`src/rtl/dlfloat_dot_seq_if.sv`:
```
// ---------------------------------------------------------------------------
// dlfloat_dot_seq_if
//   Signal bundle for the DLFloat16 dot-product sequencer. It carries the run
//   request, the operand stream, the MAC-facing datapath and the result port.
//
//   Modports:
//     master : environment side. It issues start/vec_len, supplies operand
//              pairs, returns the MAC accumulator value and consumes results.
//     slave  : the sequencer (dlfloat_dot_seq).
//
//   Parameter:
//     LEN_W  : width of vec_len. It must match the sequencer's LEN_W.
// ---------------------------------------------------------------------------
interface dlfloat_dot_seq_if #(
  parameter int LEN_W = 8
);
  // Run control
  logic             start;
  logic [LEN_W-1:0] vec_len;
  logic             busy;

  // Operand stream
  logic [15:0]      in_a;
  logic [15:0]      in_b;
  logic             in_valid;
  logic             in_ready;

  // MAC datapath
  logic [15:0]      mac_a;
  logic [15:0]      mac_b;
  logic             mac_clr;
  logic [15:0]      mac_result;

  // Result port
  logic [15:0]      res_data;
  logic             res_valid;
  logic             res_ready;
  logic             res_nan;

  modport master (
    output start, vec_len, in_a, in_b, in_valid, mac_result, res_ready,
    input  busy, in_ready, mac_a, mac_b, mac_clr, res_data, res_valid, res_nan
  );

  modport slave (
    input  start, vec_len, in_a, in_b, in_valid, mac_result, res_ready,
    output busy, in_ready, mac_a, mac_b, mac_clr, res_data, res_valid, res_nan
  );
endinterface

```
`src/rtl/dlfloat_dot_seq.sv`:
```
// ---------------------------------------------------------------------------
// dlfloat_dot_seq
//   This sequencer drives a DLFloat16 MAC (registered multiplier feeding a
//   registered accumulator) to compute a dot product of vec_len pairs. For
//   each run it clears the accumulator, streams the operand pairs into the MAC
//   one per cycle, waits out the MAC latency, captures the sum and holds it on
//   a valid/ready result port.
//
//   Ports:
//     clk    : clock, rising edge
//     rst_n  : asynchronous active-low reset. It aborts any run.
//     bus    : dlfloat_dot_seq_if.slave
//              start/vec_len          run request, sampled only in IDLE
//              in_a/in_b/in_valid/in_ready   operand stream, accepted in LOAD
//              mac_a/mac_b/mac_clr    registered MAC operands and clear
//              mac_result             MAC accumulator output
//              res_data/res_valid/res_ready/res_nan   result port
//              busy                   high whenever the state is not IDLE
//
//   Parameters:
//     LEN_W   : width of vec_len and of the remaining-element counter
//     MAC_LAT : cycles from operands at the MAC inputs until the product is
//               visible in mac_result
//
//   Optional feature (macro DLF_NAN_FLAG_EN):
//     When the macro is defined, a sticky flag records any accepted 16'hFFFF
//     operand. It is combined with a 16'hFFFF mac_result to assert res_nan,
//     and when res_nan is set, res_data is forced to 16'hFFFF. When the macro
//     is undefined, res_nan is tied low and res_data is mac_result unmodified.
// ---------------------------------------------------------------------------
module dlfloat_dot_seq #(
  parameter int LEN_W   = 8,
  parameter int MAC_LAT = 2
) (
  input  logic         clk,
  input  logic         rst_n,
  dlfloat_dot_seq_if.slave bus
);

  localparam int DRAIN_W = (MAC_LAT < 1) ? 1 : $clog2(MAC_LAT + 1);

  typedef enum logic [2:0] {
    S_IDLE,
    S_CLR,
    S_LOAD,
    S_DRAIN,
    S_RESULT
  } state_t;

  state_t             state, state_nx;
  logic [LEN_W-1:0]   remaining, remaining_nx;
  logic [DRAIN_W-1:0] drain_cnt, drain_cnt_nx;

  logic [15:0]        mac_a_q, mac_a_nx;
  logic [15:0]        mac_b_q, mac_b_nx;
  logic               mac_clr_q, mac_clr_nx;
  logic [15:0]        res_data_q, res_data_nx;

  logic               xfer;        // operand pair accepted this cycle
  logic               empty_run;   // start with vec_len == 0
  logic               capture;     // last drain cycle: sample mac_result

`ifdef DLF_NAN_FLAG_EN
  logic               nan_flag, nan_flag_nx;
  logic               res_nan_q, res_nan_nx;
`endif

  assign xfer      = (state == S_LOAD) && bus.in_valid;
  assign empty_run = (state == S_IDLE) && bus.start && (bus.vec_len == '0);
  assign capture   = (state == S_DRAIN) && (drain_cnt == '0);

  // -------------------------------------------------------------------------
  // State and datapath registers
  // -------------------------------------------------------------------------
  // NOTE: every register that drives an output is reset here. This lets an
  // abort leave the MAC inputs and the result port quiet right away, without
  // waiting for a clock edge.
  always_ff @(posedge clk or negedge rst_n) begin
    if (!rst_n) begin
      state      <= S_IDLE;
      remaining  <= '0;
      drain_cnt  <= '0;
      mac_a_q    <= '0;
      mac_b_q    <= '0;
      mac_clr_q  <= 1'b0;
      res_data_q <= '0;
`ifdef DLF_NAN_FLAG_EN
      nan_flag   <= 1'b0;
      res_nan_q  <= 1'b0;
`endif
    end else begin
      // NOTE: non-blocking assignments make every register here update from
      // pre-edge values, so the statement order in this block does not matter.
      state      <= state_nx;
      remaining  <= remaining_nx;
      drain_cnt  <= drain_cnt_nx;
      mac_a_q    <= mac_a_nx;
      mac_b_q    <= mac_b_nx;
      mac_clr_q  <= mac_clr_nx;
      res_data_q <= res_data_nx;
`ifdef DLF_NAN_FLAG_EN
      nan_flag   <= nan_flag_nx;
      res_nan_q  <= res_nan_nx;
`endif
    end
  end

  // -------------------------------------------------------------------------
  // Next-state and counter logic
  // -------------------------------------------------------------------------
  always_comb begin
    // NOTE: each variable gets a default before the case statement, so a
    // branch that skips an assignment holds the value instead of inferring a
    // latch.
    state_nx     = state;
    remaining_nx = remaining;
    drain_cnt_nx = drain_cnt;

    unique case (state)
      S_IDLE: begin
        if (bus.start) begin
          if (bus.vec_len != '0) begin
            remaining_nx = bus.vec_len;
            state_nx     = S_CLR;
          end else begin
            state_nx     = S_RESULT;
          end
        end
      end

      S_CLR: state_nx = S_LOAD;

      S_LOAD: begin
        if (xfer) begin
          remaining_nx = remaining - LEN_W'(1);
          if (remaining == LEN_W'(1)) begin
            // The last pair's product needs MAC_LAT edges to reach
            // mac_result. Capture happens on the edge after that.
            drain_cnt_nx = DRAIN_W'(MAC_LAT);
            state_nx     = S_DRAIN;
          end
        end
      end

      S_DRAIN: begin
        if (drain_cnt == '0) begin
          state_nx     = S_RESULT;
        end else begin
          drain_cnt_nx = drain_cnt - DRAIN_W'(1);
        end
      end

      S_RESULT: begin
        if (bus.res_ready) state_nx = S_IDLE;
      end

      default: state_nx = S_IDLE;
    endcase
  end

  // -------------------------------------------------------------------------
  // Output logic: next values of the registered MAC and result outputs
  // -------------------------------------------------------------------------
  always_comb begin
    // A cycle without a transfer feeds 0 x 0. This adds nothing to the
    // accumulator, so bubbles in the input stream are harmless.
    mac_a_nx    = xfer ? bus.in_a : 16'h0000;
    mac_b_nx    = xfer ? bus.in_b : 16'h0000;
    mac_clr_nx  = (state == S_IDLE) && (state_nx == S_CLR);
    res_data_nx = res_data_q;
`ifdef DLF_NAN_FLAG_EN
    res_nan_nx  = res_nan_q;
    nan_flag_nx = nan_flag;
    if (mac_clr_nx) begin
      nan_flag_nx = 1'b0;
    end else if (xfer && ((bus.in_a == 16'hFFFF) || (bus.in_b == 16'hFFFF))) begin
      nan_flag_nx = 1'b1;
    end
`endif

    if (empty_run) begin
      res_data_nx = 16'h0000;
`ifdef DLF_NAN_FLAG_EN
      res_nan_nx  = 1'b0;
`endif
    end else if (capture) begin
`ifdef DLF_NAN_FLAG_EN
      res_nan_nx  = nan_flag || (bus.mac_result == 16'hFFFF);
      res_data_nx = res_nan_nx ? 16'hFFFF : bus.mac_result;
`else
      res_data_nx = bus.mac_result;
`endif
    end
  end

  // -------------------------------------------------------------------------
  // Port drive
  // -------------------------------------------------------------------------
  assign bus.in_ready  = (state == S_LOAD);
  assign bus.busy      = (state != S_IDLE);
  assign bus.res_valid = (state == S_RESULT);
  assign bus.mac_a     = mac_a_q;
  assign bus.mac_b     = mac_b_q;
  assign bus.mac_clr   = mac_clr_q;
  assign bus.res_data  = res_data_q;
`ifdef DLF_NAN_FLAG_EN
  assign bus.res_nan   = res_nan_q;
`else
  assign bus.res_nan   = 1'b0;
`endif

endmodule

```
`src/flat_wrapper.sv`:
```
// flat-port wrapper written by rule: the top's interface ports become plain ports
module dlfloat_dot_seq_flat 
#(
  parameter int LEN_W   = 8,
  parameter int MAC_LAT = 2
)
  (clk, rst_n, bus_start, bus_vec_len, bus_in_a, bus_in_b, bus_in_valid, bus_mac_result, bus_res_ready, bus_busy, bus_in_ready, bus_mac_a, bus_mac_b, bus_mac_clr, bus_res_data, bus_res_valid, bus_res_nan);
  dlfloat_dot_seq_if #(.LEN_W(LEN_W)) bus_i ();
  input  logic clk;
  input  logic rst_n;
  input wire logic [$bits(bus_i.start)-1:0] bus_start;
  input wire logic [$bits(bus_i.vec_len)-1:0] bus_vec_len;
  input wire logic [$bits(bus_i.in_a)-1:0] bus_in_a;
  input wire logic [$bits(bus_i.in_b)-1:0] bus_in_b;
  input wire logic [$bits(bus_i.in_valid)-1:0] bus_in_valid;
  input wire logic [$bits(bus_i.mac_result)-1:0] bus_mac_result;
  input wire logic [$bits(bus_i.res_ready)-1:0] bus_res_ready;
  output wire logic [$bits(bus_i.busy)-1:0] bus_busy;
  output wire logic [$bits(bus_i.in_ready)-1:0] bus_in_ready;
  output wire logic [$bits(bus_i.mac_a)-1:0] bus_mac_a;
  output wire logic [$bits(bus_i.mac_b)-1:0] bus_mac_b;
  output wire logic [$bits(bus_i.mac_clr)-1:0] bus_mac_clr;
  output wire logic [$bits(bus_i.res_data)-1:0] bus_res_data;
  output wire logic [$bits(bus_i.res_valid)-1:0] bus_res_valid;
  output wire logic [$bits(bus_i.res_nan)-1:0] bus_res_nan;
  assign bus_i.start = bus_start;
  assign bus_i.vec_len = bus_vec_len;
  assign bus_i.in_a = bus_in_a;
  assign bus_i.in_b = bus_in_b;
  assign bus_i.in_valid = bus_in_valid;
  assign bus_i.mac_result = bus_mac_result;
  assign bus_i.res_ready = bus_res_ready;
  assign bus_busy = bus_i.busy;
  assign bus_in_ready = bus_i.in_ready;
  assign bus_mac_a = bus_i.mac_a;
  assign bus_mac_b = bus_i.mac_b;
  assign bus_mac_clr = bus_i.mac_clr;
  assign bus_res_data = bus_i.res_data;
  assign bus_res_valid = bus_i.res_valid;
  assign bus_res_nan = bus_i.res_nan;
  dlfloat_dot_seq #(.LEN_W(LEN_W), .MAC_LAT(MAC_LAT)) u_core (.clk(clk), .rst_n(rst_n), .bus(bus_i));
endmodule
```
`config.mk`:
```
export PLATFORM = sky130hd
export DESIGN_NAME = dlfloat_dot_seq_flat
export DESIGN_NICKNAME = d
export VERILOG_FILES = /design/src/rtl/dlfloat_dot_seq_if.sv /design/src/rtl/dlfloat_dot_seq.sv /design/src/flat_wrapper.sv
export SDC_FILE = /design/constraint.sdc
export NUM_CORES = 1
export LEC_CHECK = 0
export ABC_AREA = 1
export ABC_CLOCK_PERIOD_IN_PS = 2500
export CORE_ASPECT_RATIO = 0.75
export CORE_UTILIZATION = 46
export DETAILED_ROUTE_END_ITERATION = 8
export PLACE_DENSITY = 0.95
export SKIP_LAST_GASP = 1
export SYNTH_ARGS = -nofsm -noshare
export SYNTH_HDL_FRONTEND = slang
export SYNTH_SLANG_ARGS = --single-unit
```
`constraint.sdc`:
```
create_clock -name clk -period 2.5 [get_ports clk]
set_input_delay 0.625 -clock clk [delete_from_list [all_inputs] [get_ports clk]]
set_output_delay 0.625 -clock clk [all_outputs]
set_load 0.01 [all_outputs]
```
==> results of run 1 <==
[layer usage]
metal	track usage (%)	vias up	routed length [µm]
li1	-	1160	-
met1	24.8	1083	2590
met2	39.0	91	3370
met3	10.1	11	669
met4	10.1	0	102
met5	0	-	0
[cells in the mapped netlist (all sizes together)]
cell and count:
o21a 1, buf 6, ha 3, conb 1, a21oi 2, a31oi 1, a21boi 16, inv 70
nand2 71, dfrtp 62, nand3 14, nand4 2, or2 1, nor2 52, clkbuf 1, o21ai 7
nand3b 1, nor3 1, a22oi 1
[worst min path at each step]
stage / start / cells after the start / endpoint
after floorplan: rst_n / 0 / u_core.bus.mac_a[0]
after global placement: u_core.bus.res_data[14] / 2 / u_core.bus.res_data[14]
after detailed placement: u_core.bus.res_data[13] / 2 / u_core.bus.res_data[13]
after CTS: rst_n / 1 / u_core.bus.res_data[13]
after global routing: rst_n / 1 / u_core.bus.res_data[13]
final: rst_n / 1 / u_core.bus.res_data[13]
[per-stage QoR]
stage / setup slack, ns / hold slack, ns / cells / util [%]
after floorplan: 1.05 / 0.329 / 313 / -
after global placement: 0.513 / 0.459 / 496 / 71.0
after detailed placement: 0.447 / 0.464 / 496 / 71.0
after CTS: 0.205 / 0.380 / 512 / 74.6
after global routing: 0.158 / 0.420 / 512 / 74.6
final: 0.230 / 0.378 / 512 / 74.6
[cell type report]
class,instances,area [µm²]
tap,75,93.8
inverter,70,263
clock inverter,5,58.8
fill,412,1390
sequential,62,1550
timing repair buffer,115,1150
multi-input combinational,174,843
clock buffer,11,141
[power by group through the flow]
| stage | Combinational [µW] | Clock, µW | Sequential, µW |
|---|---|---|---|
| after global routing | 2040 | 943 | 1570 |
| after global placement | 1760 | 0 | 1520 |
| after floorplan | 889 | 0 | 1620 |
| after detailed placement | 1840 | 0 | 1540 |
| final | 1840 | 878 | 1530 |
| after CTS | 1850 | 899 | 1530 |
[registers in the layout, indices dropped and copies added, names as in the netlist]
signal and cells:
u_core.bus.mac_a 16, u_core.bus.mac_b 16, u_core.bus.mac_clr 1, u_core.bus.res_data 16, u_core.drain_cnt 2, u_core.remaining 8, u_core.state 3
[logic make-up (layout without fill, tap and decap cells)]
kind of cell | count (synthesis) | in the layout | synth area share [%]
adder cells (fa/ha/maj) | 3 | 3 | 1.39
buffers and inverters | 77 | 201 | 11.5
other | 1 | 1 | 0.139
flip-flops | 62 | 62 | 57.3
AO/OA/AOI/OAI | 28 | 28 | 7.72
AND/OR/NAND/NOR | 142 | 142 | 21.9
==> summary.md, run 1 <==
| Metric | Value |
|---|---|
| Post-route setup TNS | 0 ns |
| Detailed Route WL | 6.73 mm |
| Number of synthesized register bits | between 60 and 70 |
| VDD IR max | 0.480 mV |
| Post-CTS Resized | 0 |
| Postcts setup bufs | 0 |
| Routed Antenna Nets | 0 |
| Initial DRT Pass Iterations | 4 |
| MaxCap Viol Count | 0 |
| Skew-Pair Late Insertion Delay | 0.34 ns |
| P_leak | around 0.0021 µW |
| Max FO, Critical Path | 3 |
| Avg Cell Area, Syn | about 8.6 µm² |
| Area contributors post-synth | dfrtp_1 (57%), inv_1 (9.6%), nand2_1 (9.4%), nor2_1 (6.8%), a21boi_1 (2.5%) |
| Critical path startpoint | u_core.state[1] |
| Min-delay worst type | input pin to asynchronous set/reset pin |
| Worst reg-to-reg path cell count | 6 |
| DR vias | 2345 |
| Pint | around 2700 µW |
| WP depth | 4 |
| YS warnings | 0 |
| PD cells | about 1000 nW/µm² |
| Most common cell after layout, fill and taps aside | clkdlybuf4s50_1 |
| Cells along the critical path | nor2_2, inv_1, nor2_1, clkdlybuf4s50_1 |
| CP max stage delay | 0.56 ns |
| Clock Tree Root | clkbuf_8 |
| CTS buffer count | 9 |
| CTS sink count | between 60 and 70 |
| Layout area overhead | 51.6% |
| Startpoint types | register |
| Die Y | 68.4 µm |
| Initial antenna violation count | 0 |
| Rel. slew slack | 47.0% |
| Starting density of the core | 49.2% |
| Die Area | 6200 µm² |
| Largest net degree at the start of global routing | 35 |
| Status | complete, no violations |
| Vias in the first global route | 2299 |
| Flop pwr share | approximately 36% |
| IO Port Bufs | approximately 110 |
| Die width | 90.6 µm |
| Sw Pwr | 1570 µW |
| Worst slew pin tran | 0.795 ns |
| Reg-to-Reg Start | u_core.state[2] |
| Routed len/inst | 13.2 µm |
| Final weighted congestion in routability-driven placement | slightly below 0.9 |
| Req. time, crit path | 1.88 ns |
| Syn Nets | 377 |
| Worst Skew | between 0.01 and 0.015 ns |
| Placed cell areas | 3900 µm² |
| TritonCTS clock tree | yes |
| Worst R2R End | u_core.bus.res_data[2] |
| Cell Area, Synth | 2710 µm² |
| Distinct cells, synth | 28 |
| CP bufs+invs | 2 |
| Layout cells sized above 1 | between 7 and 8% |
| Mapped Cells | 313 |
| CTS max path bufs | 2 |
| Vias per cell | 4.58 |
| Fmax | between 400 and 500 MHz |
| CTS clk-pin slew, worst paths | 0.07 ns |
| Tcrit/Tclk final | 90.8% |
| Final instance area | around 4100 µm² |
| Commonest non-fill, non-tap cells in the layout | clkdlybuf4s50_1 (111), inv_1 (69), nand2_1 (68), dfrtp_1 (62), nor2_1 (49) |
| Core area | 5500 µm² |
| FP Rows | 23 |
| Share of the synthesized area in the top cell type | 57.3% |
| GRT Overall Usage | roughly 23% |
| GRT overflow | 0 |
| Fin. Hold Viols | 0 |
| Final min period | 2.27 ns |
| # hold bufs at CTS | 0 |
| Initial DRC count | 118 |
| Io pins | between 100 and 150 |
| H-tree levels | 3 |
| Delay-heaviest family, CP | buffers and inverters |
| CP Class | register to output pin |
| Slew Viols, Final | 0 |
| Sequential area share after synthesis | 57.3% |
| DRC | 0 |
| Nets | 496 |
| First-pass GRT wire length | 10.5 mm |
| Area leader, netlist | dfrtp_1 |
| CP endpoint kind | output pin |
| Crit-path slowest cell | clkdlybuf4s50_1 |
| Switching power share of the total | 37.1% |
| Clk pwr share | 20.7% |
| Arrival time at the worst endpoint | 1.65 ns |
| # setup viols final | 0 |
| Reg2reg setup slack | 0.89 ns |
| ANT cells | 0 |
| RSZ-0062 raised after global routing | no |
| Post-DP HPWL | around 5.0 mm |
| Total power draw | between 4000 and 5000 µW |
| Logic pwr share | 43.3% |
| Crit path capture | bus_res_valid |
No activity file was read; power rests on OpenSTA's default activity.
==> run 2: changes to the inputs <==
--- a/config.mk
+++ b/config.mk
@@ -5,12 +5,12 @@
 export SDC_FILE = /design/constraint.sdc
 export NUM_CORES = 1
 export LEC_CHECK = 0
-export ABC_AREA = 1
 export ABC_CLOCK_PERIOD_IN_PS = 2500
 export CORE_ASPECT_RATIO = 0.75
-export CORE_UTILIZATION = 46
+export CORE_UTILIZATION = 45
 export DETAILED_ROUTE_END_ITERATION = 8
 export PLACE_DENSITY = 0.95
+export SETUP_SLACK_MARGIN = 0.15
 export SKIP_LAST_GASP = 1
 export SYNTH_ARGS = -nofsm -noshare
 export SYNTH_HDL_FRONTEND = slang
==> summary.md, run 2 <==
| Metric | Value |
|---|---|
| RSZ-0062 raised after global routing | no |
| Area contributors post-synth | dfrtp_1 (60%), and2_1 (7.7%), nand2_1 (4.9%), a21oi_1 (4.1%), a31oi_1 (1.4%) |
| Final min period | 2.27 ns |
| Initial antenna violation count | 0 |
| PD cells | 1070 nW/µm² |
| TritonCTS clock tree | yes |
| Routed Antenna Nets | 0 |
| Async S/R FF share, synth | 100% |
| Post-DP HPWL | 4.57 mm |
| Detailed Route WL | around 6.3 mm |
| Die width | 89.6 µm |
| Non-Filler Instances | 438 |
| Logic pwr share | 41.8% |
| Initial DRT Pass Iterations | 4 |
| CP Class | register to output pin |
| H-tree levels | 3 |
| CP max stage delay | ~0.45 ns |
| Die Area | roughly 6100 µm² |
| Flop pwr share | 35.2% |
| Cells along the critical path | buf_4, or3_1, dlygate4sd2_1 |
| CP bufs+invs | 2 |
| Rel. slew slack | 50.1% |
| Avg Cell Area, Syn | 10.9 µm² |
| Final WS setup | 0.228 ns |
| Clk pwr share | 23.0% |
| Min-delay worst type | input pin to asynchronous set/reset pin |
| Sw Pwr | 1460 µW |
| Mapped Cells | 238 |
| Placed cell areas | roughly 3800 µm² |
| Area leader, netlist | dfrtp_1 |
| Switching power share of the total | approximately a third |
| Worst Skew | 0.0124 ns |
| GRT overflow | 0 |
| # setup viols final | 0 |
| Io pins | 114 |
| Reg-to-Reg Start | u_core.state[2] |
| Core area | 5440 µm² |
| CTS sink count | 62 |
| Worst reg-to-reg path cell count | 5 |
| Skew-Pair Late Insertion Delay | 0.34 ns |
| DRC | 0 |
| Status | complete, no violations |
| CP endpoint kind | output pin |
| Startpoint types | register |
| Vias in the first global route | 2125 |
| ANT cells | 0 |
| CTS max path bufs | 2 |
| Fmax | 440 MHz |
| Commonest non-fill, non-tap cells in the layout | clkdlybuf4s50_1 (108), dfrtp_1 (62), nand2_1 (34), and2_1 (32), a21oi_1 (21) |
| CTS buffer count | 9 |
| EDFF count, synth | 0 |
| Routed len/inst | 14.3 µm |
| FP Rows | 23 |
| Die Y | just under 70 µm |
| Layout area overhead | 56.9% |
| GRT Overall Usage | 22.1% |
| Clock Tree Root | clkbuf_8 |
| MaxCap Viol Count | 0 |
| Crit-path slowest cell | or3_1 |
| Syn Nets | 302 |
| P_leak | 0.00181 µW |
| Share of the synthesized area in the top cell type | between 50 and 60% |
| DR vias | 2190 |
| YS warnings | 0 |
| Layout cells sized above 1 | around 11% |
| Number of synthesized register bits | 62 |
| Distinct cells, synth | 39 |
| Reg2reg setup slack | between 0.6 and 0.7 ns |
| Worst slew pin tran | 0.748 ns |
| Top-count cell post-synth | dfrtp_1 |
| Worst hold slack | 0.441 ns |
| Vias per cell | 5.00 |
| Req. time, crit path | 1.88 ns |
| Sequential area share after synthesis | around three fifths |
| Delay-heaviest family, CP | buffers and inverters |
| Nets | 422 |
| Starting density of the core | 47.7% |
| Max FO, Critical Path | 10 |
| Most common cell after layout, fill and taps aside | clkdlybuf4s50_1 |
| Worst R2R End | u_core.remaining[1] |
| DP Cell Count | 422 |
| Final weighted congestion in routability-driven placement | 0.876 |
| Tcrit/Tclk final | slightly above 90% |
| Arrival time at the worst endpoint | around 1.7 ns |
| Initial DRC count | 70 |
| VDD IR max | between 0.5 and 0.6 mV |
| Fin. Hold Viols | 0 |
| IO Port Bufs | 112 |
| Final instance area | 4070 µm² |
| CTS clk-pin slew, worst paths | 0.07 ns |
| Synth cell count leaders | dfrtp_1 (62), nand2_1 (34), and2_1 (32), a21oi_1 (21), clkbuf_1 (9) |
| Largest net degree at the start of global routing | 63 |
| Slew Viols, Final | 0 |
| Synth Flop Type | dfrtp_1 |
| Pint | 2900 µW |
| First-pass GRT wire length | 9.67 mm |
| Placement Setup Slack | -0.104 ns |
| Cell Area, Synth | between 2000 and 3000 µm² |
run 2: cell count changes after synthesis, moves of 4 or more:
cell	previous run	this run
a21boi_0	7	0
a21boi_1	9	0
a21oi_1	0	21
a31oi_1	1	6
and2_1	0	32
buf_2	0	5
clkbuf_1	1	9
inv_1	69	6
nand2_1	68	34
nand3_1	13	2
nor2_1	49	8
nor3_1	0	4
run 2: repair_timing:
item                       CTS  global route
hold buffers                 0             0
gates cloned                 0             0
gates resized for setup      3             1
setup endpoints to repair    2             1
setup buffers                0             0
run 2: cell families after synthesis:
logic type	after synthesis	share of synthesized area [%]
compound gates	45	10.4
fa+ha+maj	3	1.45
buf+inv	22	3.86
flops	62	59.8
mux	4	1.98
other cells	1	0.145
simple gates	101	22.3
run 2: layer usage:
layer  up-vias  global-route usage, %  wire length [µm]
li1       1043                      -                 -
met2       100                   37.4              3080
met5         -                      0                 0
met1      1043                   24.4              2510
met4         0                   8.53                55
met3         4                   10.3               641
run 2: worst max path at each step:
| stage | startpoint | end | depth (start not counted) |
|---|---|---|---|
| after global placement | bus_vec_len[5] | u_core.remaining[1] | 5 |
| after CTS | u_core.state[0] | bus_res_valid | 3 |
| after global routing | bus_vec_len[5] | u_core.remaining[3] | 6 |
| after detailed placement | bus_vec_len[5] | u_core.remaining[1] | 5 |
| after floorplan | bus_vec_len[5] | u_core.remaining[1] | 5 |
| final | u_core.state[2] | bus_busy | 3 |
run 2: area by class of cell:
type | count | area [µm²]
clock buffer | 10 | 138
multi-input combinational | 154 | 956
sequential | 62 | 1550
clock inverter | 6 | 93.8
timing repair buffer | 125 | 1210
tap | 75 | 93.8
inverter | 6 | 22.5
fill | 371 | 1370
run 2: per-stage QoR:
step                      total power, µW  utilization [%]  setup TNS (ns)
after CTS                            4390             74.8               0
after detailed placement             3390             70.6          -0.458
after floorplan                      2490                -               0
final                                4360             74.8               0
after global routing                 4650             74.8               0
after global placement               3300             70.6          -0.176
run 2: power by group through the flow:
stage | clock [µW] | sequential [µW] | combinational, µW
2_1_floorplan | 0 | 1620 | 870
3_3_place_gp | 0 | 1530 | 1770
3_5_place_dp | 0 | 1550 | 1840
4_1_cts | 1020 | 1530 | 1840
5_1_grt | 1070 | 1570 | 2020
6_report | 1000 | 1530 | 1820
